[src/rtl/div_defs.sv]
// Shared constants for the sequential divider: operand width, iteration counter width
// and FSM state encodings.
package div_defs;

  localparam int unsigned DivWidth = 32;
  localparam int unsigned CntWidth = 5;

  typedef enum logic [1:0] {
    StIdle = 2'd0,
    StCalc = 2'd1,
    StFix  = 2'd2,
    StDone = 2'd3
  } div_state_e;

endpackage

[src/rtl/div_step.sv]
// One restoring-division iteration: trial subtract of the divisor from a 33-bit partial
// remainder, keeping the difference only when it is non-negative.
module div_step #(
  parameter int unsigned WIDTH = 32
) (
  input  logic [WIDTH:0]   i_part_rem,
  input  logic [WIDTH-1:0] i_divisor,
  output logic [WIDTH-1:0] o_next_rem,
  output logic             o_q_bit
);

  logic [WIDTH:0] w_diff;
  logic [WIDTH:0] w_sel;

  assign w_diff  = i_part_rem - {1'b0, i_divisor};
  assign o_q_bit = ~w_diff[WIDTH];
  assign w_sel   = o_q_bit ? w_diff : i_part_rem;
  // A kept remainder is always below the divisor, so the top bit is always zero.
  assign o_next_rem = w_sel[WIDTH-1:0];

endmodule

[src/rtl/seq_divider32.sv]
// Radix-2 restoring divider, signed/unsigned, 32 iterations plus a sign-fix cycle;
// results are registered and flagged by a one-cycle done pulse.
module seq_divider32
  import div_defs::*;
#(
  parameter int unsigned WIDTH = DivWidth
) (
  input  logic             clk,
  input  logic             rst,
  input  logic             start,
  input  logic             signed_op,
  input  logic [WIDTH-1:0] A,
  input  logic [WIDTH-1:0] B,
  output logic [WIDTH-1:0] quotient,
  output logic [WIDTH-1:0] remainder,
  output logic             busy,
  output logic             done,
  output logic             div_by_zero
);

  div_state_e          r_state, w_state_next;
  logic [WIDTH-1:0]    r_quo, r_rem, r_div;
  logic [WIDTH-1:0]    r_quotient, r_remainder;
  logic [CntWidth-1:0] r_cnt;
  logic                r_neg_q, r_neg_r, r_dbz, r_done, r_div_by_zero;

  logic [WIDTH-1:0] w_a_mag, w_b_mag, w_next_rem;
  logic             w_q_bit;

  assign w_a_mag = (signed_op && A[WIDTH-1]) ? -A : A;
  assign w_b_mag = (signed_op && B[WIDTH-1]) ? -B : B;

  // r_quo starts as the dividend magnitude; its MSB shifts into the remainder each step.
  div_step #(
    .WIDTH(WIDTH)
  ) u_div_step (
    .i_part_rem({r_rem, r_quo[WIDTH-1]}),
    .i_divisor (r_div),
    .o_next_rem(w_next_rem),
    .o_q_bit   (w_q_bit)
  );

  always_ff @(posedge clk or posedge rst) begin
    if (rst) r_state <= StIdle;
    else     r_state <= w_state_next;
  end

  always_comb begin
    w_state_next = r_state;
    case (r_state)
      StIdle:  if (start) w_state_next = (B == '0) ? StDone : StCalc;
      StCalc:  if (r_cnt == '0) w_state_next = StFix;
      StFix:   w_state_next = StDone;
      StDone:  w_state_next = StIdle;
      default: w_state_next = StIdle;
    endcase
  end

  always_ff @(posedge clk or posedge rst) begin
    if (rst) begin
      r_quo         <= '0;
      r_rem         <= '0;
      r_div         <= '0;
      r_cnt         <= '0;
      r_neg_q       <= 1'b0;
      r_neg_r       <= 1'b0;
      r_dbz         <= 1'b0;
      r_done        <= 1'b0;
      r_quotient    <= '0;
      r_remainder   <= '0;
      r_div_by_zero <= 1'b0;
    end else begin
      r_done <= (r_state == StDone);
      case (r_state)
        StIdle: begin
          if (start) begin
            r_neg_q <= signed_op & (A[WIDTH-1] ^ B[WIDTH-1]);
            r_neg_r <= signed_op & A[WIDTH-1];
            r_div   <= w_b_mag;
            r_cnt   <= CntWidth'(WIDTH - 1);
            if (B == '0) begin
              r_quo <= '1;
              r_rem <= A;
              r_dbz <= 1'b1;
            end else begin
              r_quo <= w_a_mag;
              r_rem <= '0;
              r_dbz <= 1'b0;
            end
          end
        end
        StCalc: begin
          r_rem <= w_next_rem;
          r_quo <= {r_quo[WIDTH-2:0], w_q_bit};
          r_cnt <= r_cnt - 1'b1;
        end
        StFix: begin
          if (r_neg_q) r_quo <= -r_quo;
          if (r_neg_r) r_rem <= -r_rem;
        end
        StDone: begin
          r_quotient    <= r_quo;
          r_remainder   <= r_rem;
          r_div_by_zero <= r_dbz;
        end
        default: ;
      endcase
    end
  end

  assign quotient    = r_quotient;
  assign remainder   = r_remainder;
  assign div_by_zero = r_div_by_zero;
  assign done        = r_done;
  assign busy        = (r_state != StIdle);

endmodule

[config.mk]
export PLATFORM = sky130hd
export DESIGN_NAME = seq_divider32
export DESIGN_NICKNAME = d
export VERILOG_FILES = /design/src/rtl/div_defs.sv /design/src/rtl/div_step.sv /design/src/rtl/seq_divider32.sv
export SDC_FILE = /design/constraint.sdc
export NUM_CORES = 1
export LEC_CHECK = 0
export CORE_ASPECT_RATIO = 1.75
export CORE_UTILIZATION = 60
export CTS_CLUSTER_DIAMETER = 120
export DETAILED_ROUTE_END_ITERATION = 7
export PLACE_DENSITY_LB_ADDON = 0.3
export SLEW_MARGIN = 20
export SYNTH_ARGS = -nofsm -noshare
export SYNTH_HDL_FRONTEND = slang
export SYNTH_SLANG_ARGS = --single-unit
[constraint.sdc]
create_clock -name clk -period 13.4 [get_ports clk]
set_input_delay 1.34 -clock clk [delete_from_list [all_inputs] [get_ports clk]]
set_output_delay 1.34 -clock clk [all_outputs]
set_load 0.03 [all_outputs]
==> results of run 1 <==
==> final timing paths <==
kind,start,end,slack [ns]
max reg2reg,r_quo[31]$_DFFE_PP0P_,r_rem[27]$_DFFE_PP0P_,9.31
max,B[5],r_rem[25]$_DFFE_PP0P_,9.04
max in group asynchronous,rst,quotient[11]$_DFFE_PP0P_,10.62
min in group asynchronous,rst,quotient[30]$_DFFE_PP0P_,1.40
min,r_div[25]$_DFFE_PP0P_,r_div[25]$_DFFE_PP0P_,0.48
min reg2reg,r_div[25]$_DFFE_PP0P_,r_div[25]$_DFFE_PP0P_,0.48
==> flip-flops by register name, summed over array words and instances (netlist names) <==
| name | flops |
|---|---|
| r_rem | 32 |
| r_neg_q | 1 |
| done | 1 |
| div_by_zero | 1 |
| r_cnt | 5 |
| quotient | 32 |
| r_neg_r | 1 |
| r_div | 32 |
| remainder | 32 |
| r_dbz | 1 |
| r_state | 2 |
| r_quo | 32 |
==> tightest hold or removal path: cells and delay by family (launching register included) <==
| kind | cells | cell delay (ns) |
|---|---|---|
| AO/OA/AOI/OAI | 1 | 0.06 |
| AND/OR/NAND/NOR | 1 | 0.05 |
| flip-flops | 1 | 0.34 |
==> where the power goes <==
part,internal (mW),switching [mW],leakage (nW)
Sequential,0.775,0.303,2.12
Combinational,1.14,1.69,3.57
Clock,0.246,0.220,0.249
Total,2.16,2.21,5.94
==> routing by layer <==
| metal | up-vias | wire length, um | GRT usage, % |
|---|---|---|---|
| li1 | 5554 | - | - |
| met1 | 5760 | 13830 | 39.09 |
| met2 | 619 | 19520 | 64.57 |
| met3 | 176 | 2414 | 5.345 |
| met4 | 0 | 2598 | 26.82 |
| met5 | - | 0 | 0 |
==> cell families after synthesis <==
group,count (synthesis)
xor gates and xnor gates,106
adders and majority gates,43
buffers and inverters,160
and+or+nand+nor,474
muxes,81
AOI/OAI and AO/OA,455
DFF,172
==> metrics by stage <==
stage          std cells  power [mW]  worst slack [ns]
2_1_floorplan       1491       3.041             7.400
3_3_place_gp        1795       3.761             8.757
3_5_place_dp        1795       3.832             8.700
4_1_cts             1826       4.314             9.183
5_1_grt             1826       4.671             8.977
6_report            1826       4.373             9.039
==> cell type report <==
type	instances	area, um^2	area share [%]
Clock buffer	22	464.2	3.206
Inverter	67	259.0	1.789
Multi-Input combinational cell	1159	7622	52.64
Timing Repair Buffer	149	1454	10.04
Tap cell	248	310.3	2.143
Sequential cell	172	4304	29.72
Clock inverter	9	66.31	0.4580
==> placed cells by master (no fill, tap or decap), drive strengths merged, types with 14 or more instances in the layout <==
cell           count
a211oi            21
a21o              15
a21oi            115
a31oi             30
buf               15
clkbuf            22
clkdlybuf4s50    134
dfrtp            172
ha                42
inv               68
mux2              66
mux2i             15
nand2            177
nand3             37
nor2              98
nor3              34
nor4              24
o21ai            142
o31ai             19
or3               14
xnor2             52
xor2              54
==> impl_metrics.py, run 1 <==
metrics = {
    "run_status": {
        "outcome": "complete, but fails checks",
        "violations": "DRC",
    },
    "grt": {
        "grt_antenna_before_repair": 1,
        "grt_pass1_vias": 11950,
        "grt_pass1_wl_mm": 60.76,
        "grt.total_usage_pct": 36.18,
        "overflow": 0,
        "grt_max_degree": 110,
    },
    "worst_setup_path": {
        "path_buf_inv": 1,
        "worst_ep_required_time_ns": 13.78,
        "crit_path_top_delay_cell": "nor3_1",
        "crit_chain": "clkdlybuf4s50_1, or4_4, or4_1, nor2_1, nand3_2, nor3_1, a211oi_1, nand3_1",
        "rr_worst_depth": 11,
        "cp-end-kind": "register",
        "cp.depth": 8,
        "max_stage_delay_ns": 0.87,
        "crit_family": "simple AND/OR/NAND/NOR gates",
        "path_max_fanout": 7,
        "critPathLaunchType": "primary input",
        "crit_arrival_ns": 4.74,
        "critPathKind": "primary input to register",
    },
    "synthesis": {
        "synth_compound_area_share_pct": 22.91,
        "synth_top_family_by_area": "compound AO/OA/AOI/OAI gates",
        "yosys.area_share.simple_pct": 18.80,
        "synth_ff_type": "dfrtp_1",
        "ys_warn_count": 0,
        "synthXorXnorAreaFrac_pct": 7.419,
        "async_reset_ff_share_pct": 100.0,
        "ys_ff_latch": 172,
        "synth_top_area_share_pct": 34.39,
        "synth_edf_count": 0,
        "synthAdderAreaFrac_pct": 4.359,
        "syn-cell-area_um2": 12510,
        "syn_inst": 1491,
        "synth_area_leaders": "dfrtp_1 34%, mux2_2 5.9%, o21ai_0 5.6%",
        "syn_nets": 1602,
        "synth.largest_area_cell": "dfrtp_1",
        "synth_top_cells_by_count": "177 x nand2_1, 172 x dfrtp_1, 139 x o21ai_0",
        "synthMuxAreaShare_pct": 7.139,
        "ys_types": 83,
        "avgSynthCellArea_um2": 8.393,
        "synth_most_common_cell": "nand2_1",
        "synth-seq-area-share_pct": 34.39,
    },
    "cts": {
        "cts_resized": 0,
        "htreeDepth": 4,
        "insertion_delay_ns": 0.45,
        "cts_buffers": 17,
        "clk_pin_slew_ns": 0.07,
        "cts_root_buf": "clkbuf_16",
        "cts_setup_buffers": 0,
        "cts_tree": "built",
        "clock_sinks": 172,
        "cts_hold_buf": 0,
        "clock_path_buffers": 2,
    },
    "timing": {
        "whs_ns": 0.4789,
        "rsz0062_at_grt": "false",
        "setup_viol": 0,
        "slew_viol_final": 0,
        "max_slew.worst_pin.slew_ns": 1.099,
        "fin_worst_skew_ns": 0.01376,
        "fin_crit_sh_pct": 32.54,
        "fmax_ghz": 0.2293,
        "min_period_ns": 4.361,
        "final-hold-violation-count": 0,
        "maxSlewHeadroom_pct": 26.64,
        "tns_ns": 0,
    },
    "final_layout": {
        "fin_util_pct": 71.07,
        "antenna_cells": 0,
        "nets": 1677,
        "stdcell_area_um2": 14480,
        "layout-drive-gt1-share_pct": 9.252,
        "synthToLayoutAreaGrowth_pct": 15.71,
        "fill_cells": 1648,
    },
    "floorplanning": {
        "die_area_um2": 21460,
        "core-area_um2": 20370,
        "rows": 69,
        "io_pins": 135,
        "start_util_pct": 61.42,
        "die_height_um": 193.1,
        "die_w_um": 111.2,
    },
    "min_path": {
        "min_path_type": "register to register",
        "min_path_cells": 2,
    },
    "drt": {
        "first_iter_violations": 1321,
        "wire_per_inst_um": 21.01,
        "avgViaCountPerCell": 6.631,
        "ant_nets": 0,
        "post-route-drc-count": 30,
        "via_count": 12110,
        "finalWirelength_mm": 38.36,
        "dr.pass1.iters": 8,
    },
    "placed_design": {
        "globalplace.congestion": 0.9656,
        "placed_area_um2": 13950,
        "port_buffers": 134,
        "dpl.hpwl_mm": 27.57,
    },
    "pwr": {
        "ir_drop_mv": 0.1452,
        "power.density_nw_per_um2": 302.0,
        "p_leak_nw": 5.939,
    },
    "run": {
        "maxCapViolations": 0,
    },
}
Power figures use the tool's default switching activity.
==> run 2: changes to the inputs <==
- CORE_UTILIZATION: 60 -> 58
- clock period: 13.4 -> 4.07 ns (I/O delays scaled with it)
==> run 2 against run 1 <==
Against the previous run: the flow now finishes without violations; flip-flop and latch count unchanged; via count decreased by 0.12%; wire length decreased by 0.19%; clock skew decreased by 0.0011 ns; non-clock buffer count increased by 27; final cell count increased by 1.8%; critical path depth decreased by 1; clock power increased to 3.7 times the previous value; worst setup slack got worse by 8.6 ns; sequential share of layout area decreased by 0.60 points; critical path type is now register to register; largest cell class unchanged; largest power group unchanged; highest routed layer unchanged.
==> impl_metrics.py, run 2 (synthesis results as in run 1) <==
metrics = {
    "floorplanning": {
        "io_pins": 135,
        "die_area_um2": 22190,
        "die_w_um": 113.0,
        "core-area_um2": 21020,
        "start_util_pct": 59.54,
        "rows": 70,
        "die_height_um": 196.3,
    },
    "worst_setup_path": {
        "max_stage_delay_ns": 0.80,
        "crit_arrival_ns": 3.99,
        "worstReg2RegStart": "r_state[1]$_DFFE_PP0P_",
        "path_buf_inv": 2,
        "cp_common_cell": "inv_1",
        "critPathLaunchType": "register",
        "rrSetupSlack_ns": 0.45,
        "path_max_fanout": 17,
        "crit_chain": "inv_1, ha_1, inv_1, nand2_1, nor3_1, a211oi_1, nand3_1",
        "crit_family": "simple AND/OR/NAND/NOR gates",
        "crit_path_top_delay_cell": "nor3_1",
        "r2r_end": "r_rem[25]$_DFFE_PP0P_",
        "worst_ep_required_time_ns": 4.43,
        "critPathKind": "register to register",
        "cp-end-kind": "register",
        "rr_worst_depth": 7,
    },
    "timing": {
        "fmax_ghz": 0.2760,
        "fin_worst_skew_ns": 0.01264,
        "tns_ns": 0,
        "whs_ns": 0.4779,
        "final-hold-violation-count": 0,
        "rsz0062_at_grt": "false",
        "slew_viol_final": 0,
        "fin_crit_sh_pct": 89.02,
        "max_slew.worst_pin.slew_ns": 1.097,
        "setup_viol": 0,
        "maxSlewHeadroom_pct": 26.90,
        "min_period_ns": 3.623,
    },
    "grt": {
        "grt_pass1_wl_mm": 60.93,
        "grt.total_usage_pct": 35.26,
        "grt_pass1_vias": 11650,
        "grt_max_degree": 173,
        "grt_antenna_before_repair": 0,
        "overflow": 0,
    },
    "final_layout": {
        "stdcell_area_um2": 14780,
        "fill_cells": 1674,
        "synthToLayoutAreaGrowth_pct": 18.09,
        "layout_commonest_cell": "nand2_1",
        "antenna_cells": 0,
        "layout-drive-gt1-share_pct": 10.83,
        "fin_cells": 1858,
        "nets": 1704,
        "mostFrequentLayoutCells": "176 x nand2_1, 172 x dfrtp_1, 138 x o21ai_0, 134 x clkdlybuf4s50_1, 115 x a21oi_1",
        "multi_input_area_um2": 7622,
        "regArea_um2": 4304,
    },
    "cts": {
        "cts_buffers": 17,
        "cts_setup_buffers": 0,
        "insertion_delay_ns": 0.45,
        "clk_pin_slew_ns": 0.07,
        "cts_hold_buf": 0,
        "cts_resized": 0,
        "cts_tree": "built",
        "cts_root_buf": "clkbuf_16",
        "htreeDepth": 4,
        "clock_path_buffers": 2,
        "clock_sinks": 172,
    },
    "pwr": {
        "seqPwrFrac_pct": 23.1,
        "total_power_mw": 14.76,
        "power.density_nw_per_um2": 999.0,
        "comb_power_share_pct": 65.2,
        "p_sw_share_pct": 49.38,
        "p_leak_nw": 6.123,
        "ir_drop_mv": 0.4887,
        "p_int_mw": 7.473,
        "netSwitchingPower_mw": 7.290,
        "clockPowerShare_pct": 11.7,
    },
    "drt": {
        "via_count": 12090,
        "post-route-drc-count": 0,
        "avgViaCountPerCell": 6.509,
        "wire_per_inst_um": 20.61,
        "finalWirelength_mm": 38.29,
        "ant_nets": 0,
        "dr.pass1.iters": 6,
        "first_iter_violations": 1271,
    },
    "placed_design": {
        "placed_cells": 1826,
        "port_buffers": 134,
        "dpl.hpwl_mm": 28.19,
        "globalplace.congestion": 0.9326,
        "placed_area_um2": 14160,
    },
    "run": {
        "maxCapViolations": 0,
    },
    "min_path": {
        "min_path_type": "primary input to asynchronous set/reset pin",
    },
    "run_status": {
        "outcome": "finished clean",
    },
}
==> run 2: changes by cell type in the layout (fill, tap and decap cells not counted) <==
| cell | before | now |
|---|---|---|
| clkbuf_8 | 2 | 3 |
| clkinvlp_4 | 4 | 2 |
| inv_8 | 1 | 0 |
| buf_12 | 0 | 1 |
| buf_4 | 15 | 41 |
| bufinv_16 | 0 | 3 |
==> run 2: worst register-to-register path: cells and delay by family, from the launching register on <==
family	cells	cell delay [ns]
buffers and inverters	2	0.74
adders and majority gates	1	0.56
AOI/OAI and AO/OA	1	0.30
and+or+nand+nor	3	1.51
DFF	1	0.41
==> run 2: metal layers <==
layer	global-route usage (%)	vias up	wire (um)
li1	-	5612	-
met1	40.36	5716	14110
met2	60.99	598	19340
met3	4.727	168	2172
met4	23.34	0	2670
met5	0	-	0
==> run 2: cell type report <==
cell class / instances / area share (%)
clock inverters: 9 / 0.9059
flip-flops and latches: 172 / 29.13
well taps: 252 / 2.134
clock buffers: 23 / 3.234
inverters: 67 / 1.727
multi-input cells: 1159 / 51.58
repair buffers: 176 / 11.29
==> run 2: worst max path at each step <==
stage,slack (ns),cells past startpoint,endpoint,from
floorplan,1.24,11,r_rem[3]$_DFFE_PP0P_,r_rem[18]$_DFFE_PP0P_
finish,0.45,7,r_rem[25]$_DFFE_PP0P_,r_state[1]$_DFFE_PP0P_
CTS,0.56,7,r_rem[25]$_DFFE_PP0P_,r_state[1]$_DFFE_PP0P_
global route,0.25,10,r_rem[18]$_DFFE_PP0P_,r_div[0]$_DFFE_PP0P_
detailed placement,0.15,8,r_rem[25]$_DFFE_PP0P_,B[5]
global placement,0.16,8,r_rem[25]$_DFFE_PP0P_,B[5]
==> run 2: through the flow <==
| step | utilization (%) | setup slack, ns |
|---|---|---|
| global placement | 67.38 | 0.1609 |
| CTS | 70.29 | 0.5565 |
| detailed placement | 67.38 | 0.1501 |
| global route | 70.30 | 0.2542 |
| floorplan | - | 1.237 |
| finish | 70.30 | 0.4470 |
==> run 2: power by group through the flow <==
stage / Combinational [mW] / Sequential, mW / Clock (mW)
detailed placement: 9.45 / 3.41 / 0
floorplan: 6.28 / 3.73 / 0
finish: 9.63 / 3.41 / 1.72
CTS: 9.51 / 3.39 / 1.73
global placement: 9.24 / 3.38 / 0
global route: 10.5 / 3.51 / 1.80
